<file path="src/rtl/pipeline_pkg.sv">
// Shared pipeline types and constants for the front end.
package pipeline_pkg;

  localparam int              XLEN      = 32;
  localparam logic [XLEN-1:0] INSTR_NOP = 32'h0000_0000;
  localparam logic [XLEN-1:0] PC_STEP   = 32'd4;

  // One buffered fetch: the instruction word and the address it came from.
  typedef struct packed {
    logic [XLEN-1:0] ir;
    logic [XLEN-1:0] pc;
  } fetch_entry_t;

  // Word-align an address by clearing the byte-offset bits.
  function automatic logic [XLEN-1:0] word_align(input logic [XLEN-1:0] addr);
    return {addr[XLEN-1:2], 2'b00};
  endfunction

endpackage

</file>
<file path="src/rtl/fetch_fifo.sv">
// Instruction buffer: synchronous FIFO of fetch_entry_t with flush.
// Head entry is read straight from the storage registers.
module fetch_fifo
  import pipeline_pkg::*;
#(
  parameter int  DEPTH = 2,
  localparam int CW    = $clog2(DEPTH) + 1
) (
  input  logic         clk,
  input  logic         rst_n,
  input  logic         push,
  input  fetch_entry_t push_data,
  input  logic         pop,
  input  logic         flush,
  output fetch_entry_t head,
  output logic         empty,
  output logic [CW-1:0] count
);

  localparam int            AW      = $clog2(DEPTH);
  localparam logic [CW-1:0] CNT_MAX = CW'(DEPTH);
  localparam logic [CW-1:0] CNT_ONE = CW'(1);
  localparam logic [AW-1:0] PTR_ONE = AW'(1);

  fetch_entry_t  mem [DEPTH];
  logic [AW-1:0] wr_ptr;
  logic [AW-1:0] rd_ptr;
  logic          full;
  logic          do_push;
  logic          do_pop;

  assign empty   = (count == '0);
  assign full    = (count == CNT_MAX);
  // A full FIFO still takes a push when the head leaves in the same cycle.
  assign do_push = push && (!full || pop) && !flush;
  assign do_pop  = pop && !empty && !flush;
  assign head    = mem[rd_ptr];

  // Pointer and occupancy bookkeeping; flush empties the buffer.
  // NOTE: sequential state uses non-blocking assignments so every register samples pre-edge values.
  always_ff @(posedge clk or negedge rst_n) begin
    if (!rst_n) begin
      wr_ptr <= '0;
      rd_ptr <= '0;
      count  <= '0;
    end else if (flush) begin
      wr_ptr <= '0;
      rd_ptr <= '0;
      count  <= '0;
    end else begin
      if (do_push) wr_ptr <= wr_ptr + PTR_ONE;
      if (do_pop)  rd_ptr <= rd_ptr + PTR_ONE;
      if (do_push && !do_pop)      count <= count + CNT_ONE;
      else if (do_pop && !do_push) count <= count - CNT_ONE;
    end
  end

  // Entry storage write port.
  // NOTE: storage is deliberately not reset; the count guards every read so stale words are never used.
  always_ff @(posedge clk) begin
    if (do_push) mem[wr_ptr] <= push_data;
  end

endmodule

</file>
<file path="src/rtl/fetch_stage.sv">
// Instruction-fetch stage feeding decode.
// Issues in-order word fetches under a credit limit of FIFO_DEPTH, buffers
// returned words with their PC and hands {ir, pc} to decode. A redirect
// flushes the buffer and discards every fetch still in flight.
// Optional feature macro: FETCH_BYPASS_EN (response shown to decode in the
// same cycle when the buffer is empty).
module fetch_stage
  import pipeline_pkg::*;
#(
  parameter logic [XLEN-1:0] RESET_PC   = 32'h0000_0000,
  parameter int              FIFO_DEPTH = 2
) (
  input  logic            clk,
  input  logic            rst_n,
  output logic            imem_req_valid,
  input  logic            imem_req_ready,
  output logic [XLEN-1:0] imem_addr,
  input  logic            imem_rsp_valid,
  input  logic [XLEN-1:0] imem_rsp_data,
  input  logic            redirect_valid,
  input  logic [XLEN-1:0] redirect_pc,
  output logic            id_valid,
  input  logic            id_ready,
  output logic [XLEN-1:0] id_ir,
  output logic [XLEN-1:0] id_pc,
  output logic [XLEN-1:0] id_pc_plus4
);

  localparam int            CW      = $clog2(FIFO_DEPTH) + 1;
  localparam logic [CW-1:0] CNT_ONE = CW'(1);
  localparam logic [CW:0]   CREDITS = (CW + 1)'(FIFO_DEPTH);

  logic [XLEN-1:0] pc;
  logic [XLEN-1:0] rsp_pc;
  logic [CW-1:0]   inflight;
  logic [CW-1:0]   inflight_next;
  logic [CW-1:0]   drop;
  logic [CW:0]     occupancy;
  logic [XLEN-1:0] redirect_target;

  fetch_entry_t    fifo_head;
  fetch_entry_t    push_entry;
  logic            fifo_empty;
  logic [CW-1:0]   fifo_count;
  logic            fifo_push;
  logic            fifo_pop;
  logic            fifo_valid;

  logic            req_fire;
  logic            rsp_take;
  logic            rsp_keep;
  logic            bypass_hit;

  assign redirect_target = word_align(redirect_pc);

  // Credits cover both buffered words and fetches still in flight, so a
  // returning word always has a slot. The request line stays quiet in reset.
  assign occupancy      = {1'b0, fifo_count} + {1'b0, inflight};
  assign imem_req_valid = rst_n && (occupancy < CREDITS) && !redirect_valid;
  assign imem_addr      = pc;
  assign req_fire       = imem_req_valid && imem_req_ready;

  // A response with nothing outstanding is ignored; stale ones are dropped.
  assign rsp_take = imem_rsp_valid && (inflight != '0);
  assign rsp_keep = rsp_take && (drop == '0) && !redirect_valid;

`ifdef FETCH_BYPASS_EN
  assign bypass_hit = rsp_keep && fifo_empty;
`else
  assign bypass_hit = 1'b0;
`endif

  assign fifo_valid  = !fifo_empty && !redirect_valid;
  assign id_valid    = fifo_valid || bypass_hit;
  assign fifo_pop    = fifo_valid && id_ready;
  assign fifo_push   = rsp_keep && !(bypass_hit && id_ready);
  assign push_entry  = '{ir: imem_rsp_data, pc: rsp_pc};
  assign id_pc_plus4 = id_pc + PC_STEP;

  // Decode view: buffer head, else the bypassed response, else a NOP at the next expected PC.
  // NOTE: every always_comb output gets a default on entry so no latch can be inferred.
  always_comb begin
    id_ir = INSTR_NOP;
    id_pc = rsp_pc;
    if (!fifo_empty) begin
      id_ir = fifo_head.ir;
      id_pc = fifo_head.pc;
    end else if (bypass_hit) begin
      id_ir = imem_rsp_data;
    end
  end

  // Outstanding-fetch count after this cycle's request and response.
  always_comb begin
    inflight_next = inflight;
    if (req_fire) inflight_next = inflight_next + CNT_ONE;
    if (rsp_take) inflight_next = inflight_next - CNT_ONE;
  end

  // Fetch/response PCs and the in-flight/drop counters; redirect wins over everything.
  always_ff @(posedge clk or negedge rst_n) begin
    if (!rst_n) begin
      pc       <= RESET_PC;
      rsp_pc   <= RESET_PC;
      inflight <= '0;
      drop     <= '0;
    end else begin
      inflight <= inflight_next;
      if (redirect_valid) begin
        pc     <= redirect_target;
        rsp_pc <= redirect_target;
        drop   <= inflight_next;
      end else begin
        if (req_fire)                 pc     <= pc + PC_STEP;
        if (rsp_keep)                 rsp_pc <= rsp_pc + PC_STEP;
        if (rsp_take && drop != '0)   drop   <= drop - CNT_ONE;
      end
    end
  end

  fetch_fifo #(.DEPTH(FIFO_DEPTH)) u_fifo (
    .clk       (clk),
    .rst_n     (rst_n),
    .push      (fifo_push),
    .push_data (push_entry),
    .pop       (fifo_pop),
    .flush     (redirect_valid),
    .head      (fifo_head),
    .empty     (fifo_empty),
    .count     (fifo_count)
  );

  // Memory must never answer a fetch that was not issued.
  rsp_without_request : assert property (
    @(posedge clk) disable iff (!rst_n) imem_rsp_valid |-> (inflight != '0));

endmodule
</file>
<file path="config.mk">
export PLATFORM = sky130hd
export DESIGN_NAME = fetch_stage
export DESIGN_NICKNAME = d
export VERILOG_FILES = /design/src/rtl/pipeline_pkg.sv /design/src/rtl/fetch_fifo.sv /design/src/rtl/fetch_stage.sv
export SDC_FILE = /design/constraint.sdc
export NUM_CORES = 1
export LEC_CHECK = 0
export CORE_AREA = 2 2 141 143
export DETAILED_ROUTE_END_ITERATION = 10
export DIE_AREA = 0 0 143 145
export GPL_TIMING_DRIVEN = 1
export PLACE_DENSITY_LB_ADDON = 0.08
export SYNTH_ARGS = -nofsm -noshare
export SYNTH_HDL_FRONTEND = slang
export SYNTH_SLANG_ARGS = --single-unit
</file>
<file path="constraint.sdc">
create_clock -name clk -period 8.5 [get_ports clk]
set_clock_uncertainty 0.2 [all_clocks]
set_input_delay 1.7 -clock clk [delete_from_list [all_inputs] [get_ports clk]]
set_output_delay 1.7 -clock clk [all_outputs]
set_load 0.1 [all_outputs]
</file>
==> metrics.md <==
| Metric | Value |
|---|---|
| Total grt overflow | 0 |
| Post-synthesis adder-cell area fraction | 0.875% |
| Clk slew on worst S/H paths | about 0.070 ns |
| CTS tree | yes |
| Die height | between 100 and 150 um |
| Final setup viols | 0 |
| Vias | around 6700 |
| Multi-input gate area | 3710 um^2 |
| Worst min-delay path class | reg -> reg |
| CTS resizes | 0 |
| Peak VDD IR | ~0.19 mV |
| Setup TNS Final | 0 ns |
| FF/Latch Area | ~5400 um^2 |
| Arr. time, crit path | a little over 5 ns |
| Post-synthesis xor/xnor area fraction | 6.59% |
| Routed length on met3 | 1.24 mm |
| Syn Area/Cell | 11.8 um^2 |
| Number of buffers added on ports | 191 |
| Path type of the worst setup path | reg -> out |
| Synth top area share | 39.4% |
| RD Place Congestion | 0.870 |
| Worst relative slew slack | 21.6% |
| WL final | approximately 22 mm |
| Initial DRC count | roughly 400 |
| Row count | just over 50 |
| Slew @ Worst Pin | 1.17 ns |
| Initial antenna violation count | 0 |
| Final Cycle Share | 81.8% |
| Nets | about 1100 |
| DR DRC count | 0 |
| Met2 wire length | 10.3 mm |
| Synth Area in Simple Gates | between 10% and 20% |
| LEAKAGE | around 4.2 nW |
| Startpoint Class | flip-flop |
| H-tree depth | 4 |
| DR pass1 iterations | 5 |
| Routed Antenna Nets | 0 |
| Commonest non-fill, non-tap cells in the layout | clkdlybuf4s50_1, edfxtp_1, nand2_1 |
| Synth cell types | 60 |
| Leading cell type in the layout, fill and taps excluded | clkdlybuf4s50_1 |
| Max Cap Viol | 0 |
| Synthesized flop and latch total | approximately 190 |
| Post-synthesis mux area share | under 10% |
| CP Capture Type | output pin |
| Final hold vios | 0 |
| CTS Buf Count | 17 |
| Pwr dens | a little under 300 nW/um^2 |
| FFs w/ async S/R, synth | 35.4% |
| Starting Density | approximately 50% |
| Max-slew violations | 0 |
| Post-CTS Hold Buffers | 0 |
| Die ar. | about 21000 um^2 |
| Setup bufs post-CTS | 0 |
| DR WL/cell | around 17 um |
| Global-route wire length before repair | approximately 34 mm |
| Critical path required time | between 6 and 7 ns |
| Critical path peak fanout | 21 |
| Main combinational cell family by area after synthesis | simple AND/OR/NAND/NOR gates |
| Fin cells | 1261 |
| Ranking of synthesized cells by area | edfxtp_1, dfrtp_1, mux2i_1, xnor2_1, nand2_1 |
| Register area share after synthesis | a little under three fifths |
| Final instance area | approximately 12000 um^2 |
| CTS Sinks | between 150 and 200 |
| Final min period | a little under 7 ns |
| Unrepaired setup endpoints after global routing | no |
| Vias/cell | between 5 and 6 |
| Cells after DPL | 1229 |
| Dpl cell area | ~12000 um^2 |
| Mapped Cells | ~800 |
| Post-Syn Area | between 9000 and 10000 um^2 |
| EDFF count, synth | 124 |
| WL met1 | between 9 and 10 mm |
| Core Region | 19200 um^2 |
| Fmax | ~0.14 GHz |
| Clk_lat worst skew | 0.43 ns |
| Share of cells above drive strength 1 | around 9.2% |
| Top_reg_cell synth | edfxtp_1 |
| Die width | 143 um |
| Max layer used | met4 |
| Area leader, netlist | edfxtp_1 |
| FILL cells | approximately 1600 |
| Vias in the first global route | approximately 6500 |
| # IOs | 200 |
| Antenna fix cells | 0 |
| Synthesis-to-finish area growth | 28.0% |
| Clock tree buffer depth | 2 |
| Dpl ws | around 2.0 ns |
| Compound-cell area share of the yosys netlist | 6.06% |
| All-layer global routing usage | a little over a fifth |
| DP HPWL | around 15 mm |
| Outcome | completed |
| Final WS setup | about 1.5 ns |
| Root buf cell | clkbuf_16 |
| Pin count of the biggest net entering global routing | 64 |
| Synth warn | 0 |
[final cells by class]
cell class / instances / share of cell area, %
sequential: 192 / 44.9
multi-input combinational: 547 / 30.7
timing repair buffer: 201 / 16.4
clock buffer: 19 / 3.58
tap: 265 / 2.74
clock inverter: 13 / 0.942
inverter: 24 / 0.745
[state kept, by name, indices dropped and copies added, names as in the netlist]
register	count
u_fifo.mem	124
u_fifo.count	2
imem_addr	30
drop	2
inflight	2
rsp_pc	30
u_fifo.rd_ptr	1
u_fifo.wr_ptr	1
[cells in the mapped netlist (8+ instances only)]
library cell,number
nand3_1,32
and3_1,11
dfrtp_1,68
clkbuf_1,16
o21ai_0,41
and2_1,8
mux2_2,25
nand2_1,76
edfxtp_1,124
xor2_1,30
a21oi_1,18
inv_1,23
mux2i_1,63
o211ai_1,8
nand4_1,21
nor2_1,67
nor3_1,27
xnor2_1,41
[critical path, stage by stage, from the launching register on]
cell and delay, ns:
dfrtp_1 0.82, or2_1 0.77, buf_4 0.35, mux2i_1 0.16
and4bb_2 0.46, nand3_1 0.40, nor3_1 0.33, xor2_1 0.18
clkdlybuf4s50_1 1.15
[cells by family (layout without fill, tap and decap cells)]
group	Yosys count	count (layout)
mux	88	88
fa+ha+maj	6	6
flops	192	192
buf+inv	65	257
compound gates	93	93
other cells	1	6
xor+xnor	71	71
simple gates	283	283
[path summary, 6_finish.rpt]
kind	from	endpoint	slack [ns]	cells past startpoint
max	u_fifo.count[1]	id_pc_plus4[28]	1.55	8
min reg2reg	rsp_pc[31]	u_fifo.mem[1][31]	0.34	0
min	rsp_pc[31]	u_fifo.mem[1][31]	0.34	0
max in group asynchronous	rst_n	u_fifo.rd_ptr	6.13	3
max reg2reg	u_fifo.count[0]	imem_addr[16]	4.59	8
min in group asynchronous	rst_n	imem_addr[14]	1.10	2
[per-stage QoR]
step	power [mW]	hold WS (ns)	utilization (%)
after floorplan	2.46	0.282	-
after global placement	2.83	0.312	60.1
after detailed placement	2.84	0.317	60.1
after CTS	3.58	0.341	62.9
after global routing	3.69	0.360	62.9
final	3.55	0.339	62.9
[routing by layer]
layer,vias up,global-route usage [%]
met3,24,4.22
met4,0,6.98
met2,187,34.5
met5,-,0
met1,3215,28.5
li1,3246,-
[power by group]
part	switching, mW	leakage, nW	total (mW)	internal, mW
clock network	0.337	0.251	0.740	0.403
registers	0.101	1.94	1.20	1.09
logic	1.22	2.04	1.62	0.396
total	1.66	4.23	3.55	1.89
(Power assumes the default switching activity.)
==> RTL change, RTL diff (same settings) <==
Make the reset (`rst_n`) synchronous in 2 clocked blocks.
--- a/src/rtl/fetch_fifo.sv
+++ b/src/rtl/fetch_fifo.sv
@@ -40,3 +40,3 @@
   // NOTE: sequential state uses non-blocking assignments so every register samples pre-edge values.
-  always_ff @(posedge clk or negedge rst_n) begin
+  always_ff @(posedge clk) begin
     if (!rst_n) begin
--- a/src/rtl/fetch_stage.sv
+++ b/src/rtl/fetch_stage.sv
@@ -100,3 +100,3 @@
   // Fetch/response PCs and the in-flight/drop counters; redirect wins over everything.
-  always_ff @(posedge clk or negedge rst_n) begin
+  always_ff @(posedge clk) begin
     if (!rst_n) begin
Formal check against the unedited RTL: differs if rst_n is asserted again (counterexample within 4 cycles, from zero or initial values and one cycle with rst_n low); with rst_n held inactive, the same outputs for 4 cycles.
==> RTL change against the original RTL <==
- wire length is 0.41% lower
- final area decreased by 0.38%
- synthesized cell count is 8.4% higher
- synthesized area shrank 0.44%
- largest cell class unchanged
- largest power group is now registers
- setup slack improved by 0.45 ns
- sequential cell count rose by 1
- total power shrank 16%
- critical path depth is 2 higher
- die area is the same
==> RTL change: results (changes against the original RTL) <==
The global-route wire length before repair was 34,600 um (+1.6%). The worst-path maximum fanout came out at 62 (+200%). The final RePlAce weighted congestion was 0.834 (-4.2%). The number of global-route vias before repair is 6,717 (+3.4%).

The sequential share of the synthesized area came out at 0.543 (-0.0316). The count of antenna diodes in the layout came to 0 (unchanged). The depth of the worst register-to-register path is 11 (+3).

The total length of routed wires is 21,600 um (-0.41%). The final standard cell count with taps included and fillers excluded came out at 1,316 (+4.4%). The commonest cells after synthesis are 124 x edfxtp_1, 83 x nor2_1, 69 x dfxtp_1. The count of filler cells inserted in the layout is 1,585 (-0.063%). In this design, the largest share of critical-path delay is due to buffers and inverters. The total setup buffers inserted after CTS is 0 (unchanged). The total placed cells including tap cells is 1,284 (+4.5%). The pin slew with the least headroom to its limit is 1.10 ns (-0.0616 ns). The reported leakage power came to 3.94 nW (-6.8%). The count of different cell masters after synthesis came out at 63 (+5.0%).

The pin count of the biggest net entering global routing came out at 63 (-1.6%). After synthesis, the cell types taking the most area are edfxtp_1 40%, dfxtp_1 15%, mux2i_1 6.6%, xnor2_1 4.4%, nor2_1 3.3%. The final net count is 1,115 (+5.3%). The run finished with clean final reports.

The largest voltage drop on the vdd net came out at 0.000152 V (-20%). The clock root buffer master is clkbuf_16. The placed wire-length estimate came out at 14,600 um (-5.1%). The count of synthesis-stage warnings from yosys is 0 (unchanged). The total routing usage reported by global routing is 0.210 (-0.00261). The proportion of synthesized flip-flops having asynchronous set or reset came out at 0 (-0.354). The proportion of layout cells with a drive suffix above 1 is 0.0809 (-0.0115). The post-synthesis area per instance came out at 10.9 sq um (-8.1%). For this run, the leading register cell type out of synthesis is edfxtp_1.

On the worst path, the slowest cell contributes a delay of 1.16 ns. The via count was 7,087 (+6.2%). The number of DRC markers after the initial detailed-route iteration is 410 (+3.5%).
RTL change: cell types whose count changed after synthesis, moves of 7 or more:
cell and delta:
dfxtp_1 +69, dfrtp_1 -68, a21oi_1 +30, nand2_1 -21, nor2_1 +16, a31oi_1 +15
mux2_2 -15, xor2_1 -14, clkbuf_1 +11, nand4_1 -8, nor3_1 +7, o211ai_1 -7
RTL change: stage by stage:
step,area [sq um],setup slack (ns),total power [W],hold WS [ns]
detailed placement,11500,2.39,0.00225,0.287
floorplan,9420,1.73,0.00199,0.263
global placement,11500,2.42,0.00224,0.278
finish,12000,2.00,0.00297,0.315
global route,12000,1.66,0.00308,0.335
CTS,12000,1.92,0.00299,0.315
RTL change: final cells by class:
cell class,instances,share of cell area
Clock buffer,18,0.0356
Clock inverter,14,0.00977
Inverter,28,0.00873
Multi-Input combinational cell,596,0.328
Sequential cell,193,0.424
Tap cell,265,0.0275
Timing Repair Buffer,202,0.166
RTL change: logic make-up (layout without fill, tap and decap cells):
kind of cell | Yosys count | count (layout) | share of synthesized area
AOI/OAI and AO/OA | 157 | 157 | 0.105
and+or+nand+nor | 291 | 291 | 0.164
muxes | 72 | 72 | 0.0780
xor gates and xnor gates | 63 | 63 | 0.0587
adders and majority gates | 7 | 7 | 0.0101
DFF | 193 | 193 | 0.543
other | 1 | 6 | 0.000399
buffers and inverters | 82 | 262 | 0.0409
RTL change: power by group:
group          leakage, nW  total [W]  switching (W)  internal (W)
clock network        0.253   0.000745       0.000343      0.000402
registers             1.70    0.00111      0.0000447       0.00107
logic                 1.99    0.00111       0.000839      0.000270
RTL change: worst paths after layout:
| path | from | slack [ns] | to |
|---|---|---|---|
| max reg2reg | u_fifo.count[0]$_SDFFE_PP0P_ | 5.22 | imem_addr[15]$_SDFFE_PN0P_ |
| max | flip-flop | 2.00 | id_pc_plus4[26] |
| min reg2reg | rsp_pc[17]$_SDFFE_PN0P_ | 0.31 | u_fifo.mem[0][17]$_DFFE_PP_ |
| min | rsp_pc[17]$_SDFFE_PN0P_ | 0.31 | u_fifo.mem[0][17]$_DFFE_PP_ |
RTL change: layer usage:
metal | vias to the layer above | track usage | wire (um)
met5 | - | 0 | 0
met4 | 0 | 0.0604 | 359
met3 | 28 | 0.0403 | 1380
met2 | 244 | 0.327 | 9870
met1 | 3318 | 0.298 | 10000
li1 | 3497 | - | -
